--- config.mk ---
export PLATFORM = sky130hd
export DESIGN_NAME = if_id_decode_stage
export DESIGN_NICKNAME = d
export VERILOG_FILES = /design/src/rtl/if_id_decode_stage.sv
export SDC_FILE = /design/constraint.sdc
export NUM_CORES = 1
export LEC_CHECK = 0
export ABC_AREA = 1
export ABC_CLOCK_PERIOD_IN_PS = 1900
export BUFFER_PORTS_ARGS = -buffer_cell sky130_fd_sc_hd__buf_2
export CORE_MARGIN = 5
export CORE_UTILIZATION = 46
export CTS_CLUSTER_DIAMETER = 120
export CTS_CLUSTER_SIZE = 24
export DETAILED_ROUTE_END_ITERATION = 10
export GPL_ROUTABILITY_DRIVEN = 0
export PLACE_DENSITY = 0.83
export SYNTH_ARGS = -nofsm -noshare
export SYNTH_HDL_FRONTEND = slang
export SYNTH_SLANG_ARGS = --single-unit
--- constraint.sdc ---
create_clock -name clock -period 1.9 [get_ports clock]
set_input_delay 0.38 -clock clock [delete_from_list [all_inputs] [get_ports clock]]
set_output_delay 0.38 -clock clock [all_outputs]
set_load 0.02 [all_outputs]
--- src/rtl/if_id_decode_stage.sv ---
// IF/ID pipeline register with RV32I field/immediate/control decode and
// saturating stall/flush event counters.
module if_id_decode_stage #(
    parameter int unsigned XLEN      = 32,
    parameter logic [31:0] NOP_INSTR = 32'h00000013,
    parameter int unsigned CNT_WIDTH = 16
) (
    input  logic                 clock,
    input  logic                 reset,
    input  logic [31:0]          instr_in,
    input  logic [XLEN-1:0]      pc_in,
    input  logic                 in_valid,
    input  logic                 stall,
    input  logic                 flush,
    output logic                 out_valid,
    output logic [31:0]          instr_out,
    output logic [XLEN-1:0]      pc_out,
    output logic [6:0]           opcode,
    output logic [4:0]           rd,
    output logic [2:0]           funct3,
    output logic [4:0]           rs1,
    output logic [4:0]           rs2,
    output logic [6:0]           funct7,
    output logic [XLEN-1:0]      imm,
    output logic [2:0]           imm_type,
    output logic                 reg_write,
    output logic                 mem_read,
    output logic                 mem_write,
    output logic                 branch,
    output logic                 jump,
    output logic                 alu_src,
    output logic                 illegal,
    output logic [CNT_WIDTH-1:0] stall_count,
    output logic [CNT_WIDTH-1:0] flush_count
);

    typedef enum logic [2:0] {
        IMM_NONE = 3'd0,
        IMM_I    = 3'd1,
        IMM_S    = 3'd2,
        IMM_B    = 3'd3,
        IMM_U    = 3'd4,
        IMM_J    = 3'd5
    } imm_kind_e;

    typedef enum logic [6:0] {
        OP_LUI    = 7'b0110111,
        OP_AUIPC  = 7'b0010111,
        OP_JAL    = 7'b1101111,
        OP_JALR   = 7'b1100111,
        OP_BRANCH = 7'b1100011,
        OP_LOAD   = 7'b0000011,
        OP_STORE  = 7'b0100011,
        OP_IMM    = 7'b0010011,
        OP_REG    = 7'b0110011
    } opcode_e;

    opcode_e            op;
    imm_kind_e          kind;
    logic               known;
    logic               legal;
    logic               ctl_en;
    logic [5:0]         ctl;
    logic signed [31:0] imm32;

    always_ff @(posedge clock) begin
        if (reset) begin
            instr_out <= NOP_INSTR;
            pc_out    <= '0;
            out_valid <= 1'b0;
        end else if (flush) begin
            instr_out <= NOP_INSTR;
            out_valid <= 1'b0;
        end else if (!stall) begin
            instr_out <= instr_in;
            pc_out    <= pc_in;
            out_valid <= in_valid;
        end
    end

    // Counters see stall/flush independently, so a combined cycle bumps both.
    always_ff @(posedge clock) begin
        if (reset) begin
            stall_count <= '0;
            flush_count <= '0;
        end else begin
            if (stall && stall_count != '1) stall_count <= stall_count + CNT_WIDTH'(1);
            if (flush && flush_count != '1) flush_count <= flush_count + CNT_WIDTH'(1);
        end
    end

    assign opcode = instr_out[6:0];
    assign rd     = instr_out[11:7];
    assign funct3 = instr_out[14:12];
    assign rs1    = instr_out[19:15];
    assign rs2    = instr_out[24:20];
    assign funct7 = instr_out[31:25];
    assign op     = opcode_e'(instr_out[6:0]);

    // ctl = {reg_write, mem_read, mem_write, branch, jump, alu_src}
    always_comb begin
        kind  = IMM_NONE;
        known = 1'b0;
        ctl   = '0;
        case (op)
            OP_REG:    begin known = 1'b1;                  ctl = 6'b100000; end
            OP_IMM:    begin known = 1'b1; kind = IMM_I;    ctl = 6'b100001; end
            OP_LOAD:   begin known = 1'b1; kind = IMM_I;    ctl = 6'b110001; end
            OP_JALR:   begin known = 1'b1; kind = IMM_I;    ctl = 6'b100011; end
            OP_STORE:  begin known = 1'b1; kind = IMM_S;    ctl = 6'b001001; end
            OP_BRANCH: begin known = 1'b1; kind = IMM_B;    ctl = 6'b000100; end
            OP_LUI,
            OP_AUIPC:  begin known = 1'b1; kind = IMM_U;    ctl = 6'b100001; end
            OP_JAL:    begin known = 1'b1; kind = IMM_J;    ctl = 6'b100011; end
            default:   ;
        endcase
    end

    assign legal   = known && (instr_out[1:0] == 2'b11);
    assign illegal = out_valid && !legal;
    assign ctl_en  = out_valid && legal;
    assign {reg_write, mem_read, mem_write, branch, jump, alu_src} = ctl & {6{ctl_en}};

    always_comb begin
        imm32 = '0;
        case (kind)
            IMM_I:   imm32 = {{20{instr_out[31]}}, instr_out[31:20]};
            IMM_S:   imm32 = {{20{instr_out[31]}}, instr_out[31:25], instr_out[11:7]};
            IMM_B:   imm32 = {{20{instr_out[31]}}, instr_out[7], instr_out[30:25],
                              instr_out[11:8], 1'b0};
            IMM_U:   imm32 = {instr_out[31:12], 12'b0};
            IMM_J:   imm32 = {{12{instr_out[31]}}, instr_out[19:12], instr_out[20],
                              instr_out[30:21], 1'b0};
            default: imm32 = '0;
        endcase
    end

    assign imm      = XLEN'(imm32);
    assign imm_type = kind;

endmodule

==> results.txt, run 1 <==
The total congestion overflow is 0. The share of the cycle needed by the critical path after routing came out at 120%. The post-synth net total is 797. The final setup TNS is -11.25 ns. The endpoint class of the critical path is an output port. The count of state elements after synthesis is 97. The vertical extent of the die is 113 µm. The library cells used most frequently in the layout, excluding fill and tap cells, are buf_2 (203), nand2_1 (192), nor2_1 (109). The net total in the final layout is 1,028. The max-capacitance violation count is 0.

The final reports fail on negative setup slack. The later pin in the worst-skew pair is clocked with a latency of 0.37 ns. The class of the most critical hold timing path is in2reg. Derived from the worst setup path, the maximum achievable clock frequency is 438 MHz.

Detailed placement ended at an HPWL of 11,700 µm. The standard-cell row count came out at 37. The number of setup violations in the final report is 41. The via count of the first global-routing pass came out at 5,300.

The TritonCTS clock tree is done. The post-synth design cell area is 0.00484 mm². The horizontal die dimension came out at 113 µm. STA classifies the critical path startpoint as a flop.

The hold path depth is 3. The library cell used most frequently in the layout, excluding fill and tap cells, is buf_2. The maximum buffer depth of the clock tree came out at 2. The multiplexer share of the synthesized area came out at 0%. The area growth from synthesis to layout came out at 42.8%.

For this block, the initial DRC count from the detailed router was 669. The total power per unit cell area is 649 mW/mm². The share of the Yosys chip area taken by registers is 40.1%. The repair_antennas step left the layout with diodes totalling 0. The stage delay of the slowest cell on the critical path is 0.35 ns. The count of flip-flops with a built-in enable after synthesis is 0. The maximum fanout along the worst path came out at 6. The remaining max-slew budget at the tightest pin came out at 42.9%.

The initial core utilization is 47.1%. Of the total synthesized cell area, the portion taken by XOR and XNOR cells is 2.72%. The run finished, with violations left. The worst endpoint required time is 1.52 ns. The wire length after detailed routing came out at 17,600 µm. After synthesis, the share of flip-flops with an asynchronous set or reset is 0%. In the post-synthesis netlist, the biggest area contributors are dfxtp_1 (40%), nand2_1 (17%), nor2_1 (9.8%), a21oi_1 (6.4%), o21ai_0 (5.0%). On the final layout, the worst clock skew is 0.0114 ns. The first-pass iteration count of the detailed router came out at 5.

The area enclosed by the die boundary came out at 0.0127 mm². The root buffer cell is clkbuf_8. The post-detailed-route DRC marker count is 0. The number of I/O port buffers is 239.

The share of the core filled with cells in the final layout came out at 67.2%. After synthesis, the largest family of logic cells by area is simple AND/OR/NAND/NOR gates. The critical path is of the reg2out type. The arithmetic-cell share of the synthesized area counting full adders, half adders and majority gates came out at 0.517%.

The area of the core came out at 0.0103 mm². Setup repair after global routing could not meet its margin everywhere. The clock tree synthesis step divided the H-tree into 3 levels. The number of placed I/O pins came out at 240. The total area of multi-input combinational cells is 0.00269 mm².

After detailed routing, the average wire length per cell comes to 16.0 µm. The number of filler cells placed in the layout is 856. The residual antenna-violating net count after detailed routing came out at 0.

Summed over all instances, the cell type with the most area after synthesis is dfxtp_1. The initial antenna violation count is 0. Among all flip-flop cells after synthesis, the most frequent one is dfxtp_1. The area fraction of the dominant cell type after synthesis came out at 40.1%.

The final number of max-transition violations was 0. The number of cells on the worst reg-to-reg path is 8. The first global-routing pass estimated 25,700 µm of wire.

For this design, the CTS-stage hold fixing added 0 buffers. The number of library cell types mapped by synthesis is 27. The detailed-route vias per instance came out at 5.18.

After layout, the minimum clock period comes to 2.28 ns. The final critical-path setup slack came out at -0.383 ns. The final-report hold violation count is 0. The synthesized instance count came out at 726. The detailed-route via count is 5,690. In this run, CTS created clock tree buffers numbering 9. Registers take 0.00196 mm².

The tree built by TritonCTS fans out to 97 sinks. The clock edge transition at the registers on the reported setup and hold paths is 0.11 ns. In the global route stage, overall resource usage came out at 24.5%.

The maximum vdd ir drop is 0.000503 V. At the pin with the least slew margin, the transition time is 0.855 ns. For this design, the slowest cell found on the critical path is dfxtp_2. The ratio of cells with drive above 1 in the final layout is 39.4%. The Yosys warning count is 0.

The synthesized netlist devotes 13.9% of its cell area to compound gates. Summing the areas of all and, or, nand and nor instances in the mapped netlist gives 31.7% of the synthesized area. The maximum number of pins on one net before global-route repair came out at 37. Traced cell by cell, the critical path runs through nand2_4 -> inv_4 -> nand4_1 -> o21ai_2 -> nand2_2 -> nand2_4 -> nor2_4 -> nand2_1 -> buf_6. The arrival time at the worst endpoint came out at 1.90 ns. In this run the static leakage power is 0.00331 µW.

The average instance area after synthesis came out at 6.66 µm². Among the stages of the critical path, the cell type that occurs most often is nand2_4.
==> worst max-delay path: cells and delay by family (launching register included) <==
family	cells	cell delay [ns]
and+or+nand+nor	6	0.87
DFF	1	0.35
buffers and inverters	2	0.19
AOI/OAI and AO/OA	1	0.11
==> sequential cells by signal, summed over array words and instances (netlist names) <==
name,flops
instr_out,32
out_valid,1
stall_count,16
pc_out,32
flush_count,16
==> cell families after synthesis <==
family,after synthesis
compound gates,123
xor+xnor,15
fa+ha+maj,2
buf+inv,101
flops,97
simple gates,388
==> per-stage QoR <==
stage | area, µm² | std cells | worst slack [ns] | hold slack (ns) | total power [µW]
floorplan | 4910 | 726 | 0.0180 | 0.493 | 2660
global placement | 6170 | 1078 | -0.123 | 0.472 | 2950
detailed placement | 6170 | 1078 | -0.188 | 0.487 | 2960
CTS | 6730 | 1096 | -0.257 | 0.201 | 4460
global route | 6910 | 1098 | -0.444 | 0.219 | 4680
finish | 6910 | 1098 | -0.383 | 0.227 | 4480
==> power by group <==
| part | total, µW | internal [µW] | leakage (µW) | switching [µW] |
|---|---|---|---|---|
| combinational | 885 | 330 | 0.00241 | 555 |
| clock | 1430 | 643 | 0.000106 | 783 |
| sequential | 2170 | 2110 | 0.000794 | 62.2 |
| total | 4480 | 3080 | 0.00331 | 1400 |
==> cell usage after synthesis, types with 2 or more instances <==
library cell	n
nand2_1	222
nor2_1	126
dfxtp_1	97
a21oi_1	62
o21ai_0	48
inv_1	39
buf_4	32
clkbuf_1	19
nand3_1	19
nand4_1	12
xor2_1	11
a21boi_0	6
a22o_1	4
buf_6	4
xnor2_1	4
nor2_2	3
buf_1	2
buf_2	2
ha_1	2
inv_2	2
nand2_2	2
nor3_1	2
o21ai_4	2
==> path summary, 6_finish.rpt <==
check                 startpoint  slack, ns             end
setup / recovery    instr_out[0]      -0.38         imm[24]
hold reg to reg    instr_out[19]       0.51   instr_out[19]
hold / removal       instr_in[0]       0.23    instr_out[0]
setup reg to reg  flush_count[1]       0.20  flush_count[5]
==> metal layers <==
layer  global-route usage (%)  up-vias  part of all wire, %
li1                         -     2740                    -
met5                        0        -                    0
met1                     26.2     2565                   37
met4                     13.5        0                  4.0
met2                     43.8      323                   50
met3                     6.25       62                  8.4
==> final cells by class <==
class / count / area share [%]
clock buffers: 10 / 1.85
clock inverters: 6 / 1.14
inverters: 42 / 2.50
multi-input cells: 530 / 38.9
flip-flops and latches: 97 / 28.3
well taps: 136 / 2.46
repair buffers: 277 / 24.8
==> timing repair <==
action,CTS,global route
resized for setup,112,49
cloned,1,1
setup endpoints to repair,41,45
setup buffers,2,1
pin swaps,5,20
Power figures use the tool's default switching activity.
==> run 2: changes to the inputs <==
--- a/config.mk
+++ b/config.mk
@@ -16,4 +16,5 @@
 export GPL_ROUTABILITY_DRIVEN = 0
 export PLACE_DENSITY = 0.83
+export REMOVE_ABC_BUFFERS = 1
 export SYNTH_ARGS = -nofsm -noshare
 export SYNTH_HDL_FRONTEND = slang
==> constraint.sdc (replaced) <==
create_clock -name clock -period 1.9 [get_ports clock]
set_input_delay 0.19 -clock clock [delete_from_list [all_inputs] [get_ports clock]]
set_output_delay 0.19 -clock clock [all_outputs]
set_load 0.02 [all_outputs]
==> results.txt, run 2 (synthesis gave the netlist of run 1 again) <==
The share of the core filled with cells in the final layout came out at 65.2% (-2.0 points). The total track usage is 24.2% (-0.28 points). The initial DRC count is 564 (-16%). The total area of multi-input combinational cells came out at 0.00260 mm² (-3.2%). The detailed-route vias per instance came out at 5.24 (+1.1%). Leaving out fill and tap cells, the most frequent cells in the layout are buf_2 (206), nand2_1 (202), nor2_1 (111). The final critical-path setup slack is -0.0928 ns (+0.290 ns). The run finished, with violations left. The maximum buffer depth of the clock tree came out at 2 (unchanged). The vertical extent of the die is 113 µm (unchanged). The area of the core came out at 0.0103 mm² (unchanged). The estimated wirelength of the detail-placed design is 11,800 µm (+0.32%).

The share of power burned in combinational logic came out at 20.4% (+0.7 points). The hold path depth is 3 (unchanged). Tracing the worst setup path back leads to its startpoint at instr_out[2].

The area enclosed by the die boundary came out at 0.0127 mm² (unchanged). The number of CTS-inserted buffers came out at 9 (unchanged). The category of the most critical setup path is reg2out. The remaining max-slew budget at the tightest pin came to 77.4% (+35 points). The total congestion overflow came out at 0 (unchanged). The worst setup path is launched from a flop.

The stage delay of the slowest cell on the critical path is 0.38 ns (+0.03 ns). The initial antenna violation count is 0 (unchanged). The post-route cell area was 0.00671 mm² (-2.9%). The arrival time at the worst endpoint is 1.80 ns (-0.10 ns).

The internal portion of total power came to 2910 µW (-5.4%). In the final layout, the registers with the most flip-flops are instr_out: 32 flops, pc_out: 32 flops. The cell area after placement is 0.00604 mm² (-2.1%). The number of I/O port buffers is 239 (unchanged). TritonCTS built the clock tree. The tightest min-delay check is of the in2reg type. The total inserted antenna cells is 0 (unchanged).

The number of clock sinks was 97 (unchanged). The number of hold-repair buffers added at the cts stage came out at 0 (unchanged). The switching part of the total is 30.2% (-1.1 points). The first-pass iteration count of the detailed router came to 5 (unchanged). The root buffer cell is clkbuf_8. The area taken by flip-flops and latches is 0.00196 mm² (about the same). The horizontal die dimension is 113 µm (unchanged). The worst endpoint required time came out at 1.71 ns (+0.19 ns). The worst hold path begins at pc_in[17]. The ratio of cells with drive above 1 in the final layout came out at 37.0% (-2.4 points). The maximum frequency from static timing analysis is 502 MHz (+15%). Walking the worst path, the cells encountered are nor2_4 -> nand2_4 -> nor2_4 -> buf_6 -> clkinvlp_4 -> a21boi_2 -> buf_6. Leaving out fill and tap cells, the most frequent cell in the layout is buf_2. The share of the cycle needed by the critical path after routing is 105% (-15 points). The clock latency on the worst-skew pair was 0.35 ns (-0.02 ns). The clock edge transition at the registers on the reported setup and hold paths was 0.09 ns (-0.02 ns). The net total in the final layout is 1,022 (-0.58%). The area growth from synthesis to layout came out at 38.6%. The final-report hold violation count is 0 (unchanged).

The maximum number of pins on one net before global-route repair was 33 (-11%). The standard-cell row count is 37 (unchanged). The final reports fail on negative setup slack. The maximum vdd ir drop came out at 0.000482 V (-4.1%). The number of cells on the worst reg-to-reg path is 8 (unchanged).

The residual antenna-violating net count after detailed routing was 0 (unchanged). The clock period minus final worst setup slack came out at 1.99 ns (-0.290 ns). The maximum fanout along the worst path came to 6 (unchanged). The detailed-route via count came out at 5,705 (+0.26%). The setup clock skew after layout is 0.00822 ns (-0.00318 ns).

The leakage power total is 0.00324 µW (-1.9%). In this design, the largest share of critical-path delay is due to buffers and inverters. The worst register-to-register path begins at stall_count[1].

The via count of the first global-routing pass is 5,014 (-5.4%). The number of filler cells placed in the layout is 843 (-1.5%). For this design, the slowest cell found on the critical path is dfxtp_4. The slew at the pin closest to its max-slew limit came out at 0.337 ns (-0.518 ns). The share of total power in the clock network came out at 27.6% (-4.2 points). The global-route wire length before repair came out at 25,200 µm (-2.0%).

The number of setup violations in the final report is 24 (-41%). The switching power was 1260 µW (-10%). The number of placed I/O pins was 240 (unchanged).

The level count of the clock H-tree came out at 3 (unchanged). The total buffers and inverters traversed by the critical path came out at 3 (+1). The final number of max-transition violations was 0 (unchanged). The number of cells on the critical path is 7 (-2). The post-detailed-route DRC marker count came out at 0 (unchanged). Setup repair after global routing could not meet its margin everywhere. The wire length after detailed routing came out at 17,500 µm (-0.41%).

The max-capacitance violation count came to 0 (unchanged). The endpoint class of the critical path is an output port. The register share of total power is 52.0% (+3.6 points). The routed length per placed instance was 16.1 µm (+0.41%). The total power per unit cell area was 622 mW/mm² (-4.1%). The initial core utilization came out at 47.1% (unchanged).
-- run 2: per-stage QoR --
stage / TNS (ns) / setup slack [ns] / hold WS [ns] / cells / power, µW
finish: -1.10 / -0.0928 / 0.0533 / 1089 / 4170
global route: -4.31 / -0.179 / 0.0446 / 1089 / 4380
CTS: -0.395 / -0.0488 / 0.0286 / 1085 / 4150
detailed placement: -0.186 / -0.135 / 0.416 / 1068 / 2930
global placement: -0.0643 / -0.0643 / 0.410 / 1068 / 2920
floorplan: -8.10 / -0.465 / 0.259 / 667 / 2580
-- run 2: layout make-up --
class	count	share of cell area, %
clock inverters	1	0.0746
inverters	42	2.48
clock buffers	12	2.16
flip-flops and latches	97	29.2
repair buffers	273	24.8
well taps	136	2.54
multi-input cells	528	38.8
-- run 2: power groups by stage --
stage                     sequential [µW]  combinational, µW  clock [µW]
after floorplan                      2330                244           0
after global placement               2210                716           0
after detailed placement             2210                722           0
after CTS                            2170                789        1190
after global routing                 2180                916        1280
final                                2170                851        1150
-- run 2: repair_timing --
item / CTS / global route
gates resized for setup: 85 / 66
buffers inserted: 4 / 4
pin swaps: 13 / 19
setup endpoints to repair: 36 / 40
-- run 2: final timing paths --
kind                          to  slack [ns]
setup / recovery          imm[7]       -0.09
hold / removal        pc_out[17]        0.05
setup reg to reg  stall_count[7]        0.21
hold reg to reg    instr_out[14]        0.50
-- run 2: metal layers --
| metal | wire length (µm) | up-vias | track usage (%) |
|---|---|---|---|
| met5 | 0 | - | 0 |
| met4 | 974 | 0 | 13.5 |
| met3 | 1650 | 73 | 5.98 |
| met2 | 8390 | 328 | 40.1 |
| met1 | 6510 | 2577 | 28.6 |
| li1 | - | 2727 | - |
-- run 2: tightest hold or removal path: stages --
cell and delay, ns:
buf_2 0.07, nor2_1 0.03, nor2_1 0.08
==> run 3: changes to the inputs <==
Settings changed: ABC_CLOCK_PERIOD_IN_PS 1900 to 2500, CORE_UTILIZATION 46 to 50, PLACE_DENSITY 0.83 to 0.89.
Clock period 1.9 ns to 2.5 ns, I/O delays scaled along.
==> results.txt, run 3 (synthesis gave the netlist of run 1 again) <==
The startpoint type of the worst setup path is a flop. The leakage power total came out at 0.00305 µW (-6.0%). The share of the cycle needed by the critical path after routing came out at 92.0%. The first-pass iteration count of the detailed router is 5 (unchanged). The arrival time at the worst endpoint is 2.05 ns (+0.25 ns). The area enclosed by the die boundary came to 0.0117 mm² (-7.3%).

The post-detailed-route DRC marker count came out at 0 (unchanged). The initial antenna violation count is 0 (unchanged). TritonCTS built the clock tree.

The initial DRC count came to 388 (-31%). The number of placed I/O pins came out at 240 (unchanged). The area of the core came to 0.00933 mm² (-9.2%). The largest registers in the layout are instr_out: 32 flops, pc_out: 32 flops.

The setup clock skew after layout came out at 0.0159 ns (+0.00773 ns). The max-capacitance violation count came out at 0 (unchanged). The routed design could run at a clock period as short as 2.30 ns. The post-layout total power was 3070 µW (-26%). The maximum vdd ir drop came out at 0.000319 V (-34%). Leaving out fill and tap cells, the most frequent cell in the layout is buf_2.

The number of I/O port buffers came out at 239 (unchanged). The min-delay analysis places its worst path in the category in2reg. The area growth from synthesis to layout came out at 25.6%. The clock latency on the worst-skew pair came out at 0.34 ns (about the same). The number of setup violations in the final report is 0 (-100%).

The number of clock sinks is 97 (unchanged). The hold path depth came to 3 (unchanged). The wire length after detailed routing is 14,900 µm (-15%). The detailed-route vias per instance is 5.02 (-4.2%). The setup fix buffers added after clock tree synthesis is 0 (-4). The endpoint class of the critical path is an output port. The global-route wire length before repair is 23,000 µm (-8.7%). The total power per unit cell area is 506 mW/mm² (-19%). The standard-cell row count came out at 35 (-5.4%). The maximum buffer depth of the clock tree came out at 2 (unchanged). The maximum fanout along the worst path is 11 (+5). The level count of the clock H-tree came to 3 (unchanged).

The residual antenna-violating net count after detailed routing is 0 (unchanged). The clock edge transition at the registers on the reported setup and hold paths is 0.10 ns (about the same). The share of the core filled with cells in the final layout came out at 65.1% (-0.13 points).

The ratio of cells with drive above 1 in the final layout came out at 29.9% (-7.1 points). In this run the clock root is driven by a clkbuf_8. The maximum number of pins on one net before global-route repair is 37 (+12%). The estimated wirelength of the detail-placed design came out at 11,500 µm (-2.8%). The worst endpoint required time is 2.25 ns (+0.54 ns).

The horizontal die dimension is 108 µm (-3.7%). The critical path is of the reg2out type. The library cells used most frequently in the layout, excluding fill and tap cells, are buf_2 (239), nand2_1 (221), nor2_1 (122). The final setup TNS is 0 ns (+1.10 ns). The final number of max-transition violations came out at 0 (unchanged). The detailed-route via count came out at 5,312 (-6.9%). The total congestion overflow is 0 (unchanged). The via count of the first global-routing pass came out at 4,877 (-2.7%).

The remaining max-slew budget at the tightest pin came out at 42.1% (-35 points). The worst-case setup slack after placement is 0.427 ns (+0.561 ns). The final-report hold violation count came out at 0 (unchanged). The run finished with clean final reports. The number of filler cells placed in the layout was 843 (unchanged).

The vertical extent of the die came to 108 µm (-3.7%). The total track usage is 24.2% (about the same). The final critical-path setup slack is 0.199 ns (+0.292 ns).

The number of CTS-inserted buffers is 9 (unchanged). The number of cells on the worst reg-to-reg path came out at 8 (unchanged). The total inserted antenna cells was 0 (unchanged). The net total in the final layout came out at 997 (-2.4%).

The slew at the pin closest to its max-slew limit is 0.867 ns (+0.530 ns). The maximum frequency from static timing analysis came out at 435 MHz. The routed length per placed instance is 14.1 µm (-13%).

The initial core utilization came to 51.9% (+4.8 points).
run 3: cell count changes in the layout (fill, tap and decap cells not counted), moves of 3 or more:
| cell | delta |
|---|---|
| nor2_1 | +11 |
| buf_4 | -29 |
| dfxtp_4 | -3 |
| nand2_2 | -11 |
| inv_2 | -4 |
| nand2_1 | +19 |
| a21boi_2 | -6 |
| nor2_4 | -9 |
| a21boi_0 | +6 |
| nand2_4 | -8 |
| dfxtp_1 | +5 |
| buf_2 | +33 |
| buf_6 | -27 |
| inv_1 | +7 |
run 3: layer usage:
layer | GRT usage (%) | routed length (µm)
met5 | 0 | 0
met4 | 9.56 | 377
met3 | 6.69 | 1400
met2 | 42.7 | 7300
met1 | 27.6 | 5790
run 3: worst paths after layout:
path	startpoint	to	slack (ns)
setup reg to reg	stall_count[0]	stall_count[0]	0.67
setup / recovery	instr_out[1]	reg_write	0.20
hold reg to reg	instr_out[14]	instr_out[14]	0.51
hold / removal	pc_in[14]	pc_out[14]	0.12
run 3: final cells by class:
type | count | area (µm²) | share of cell area (%)
clock inverter | 4 | 28.8 | 0.474
multi-input combinational | 528 | 2380 | 39.2
clock buffer | 10 | 138 | 2.27
sequential | 97 | 1940 | 32.0
inverter | 42 | 158 | 2.60
timing repair buffer | 248 | 1260 | 20.8
tap | 129 | 161 | 2.66
run 3: per-stage QoR:
step	hold WS (ns)	cells	area, µm²
global placement	0.472	1044	5890
finish	0.116	1058	6070
CTS	0.103	1058	6050
floorplan	0.319	667	4460
global route	0.112	1058	6070
detailed placement	0.477	1044	5890
run 3: repair_timing:
action	CTS	global route
endpoints found under the setup margin	0	29
gates resized for setup	0	7
hold buffers	0	0
run 3: power breakdown:
group,switching [µW],internal (µW)
logic,347,170
clock network,523,381
registers,47.8,1600
run 3: critical path: stages (launching register included):
cell     delay [ns]
dfxtp_1        0.38
nand2_1        0.11
nor2_2         0.13
nand2_1        0.10
nor2_2         0.14
buf_4          0.20
nor2_1         0.07
nand2_1        0.12
nand2_2        0.12
a21oi_1        0.15
buf_2          0.18
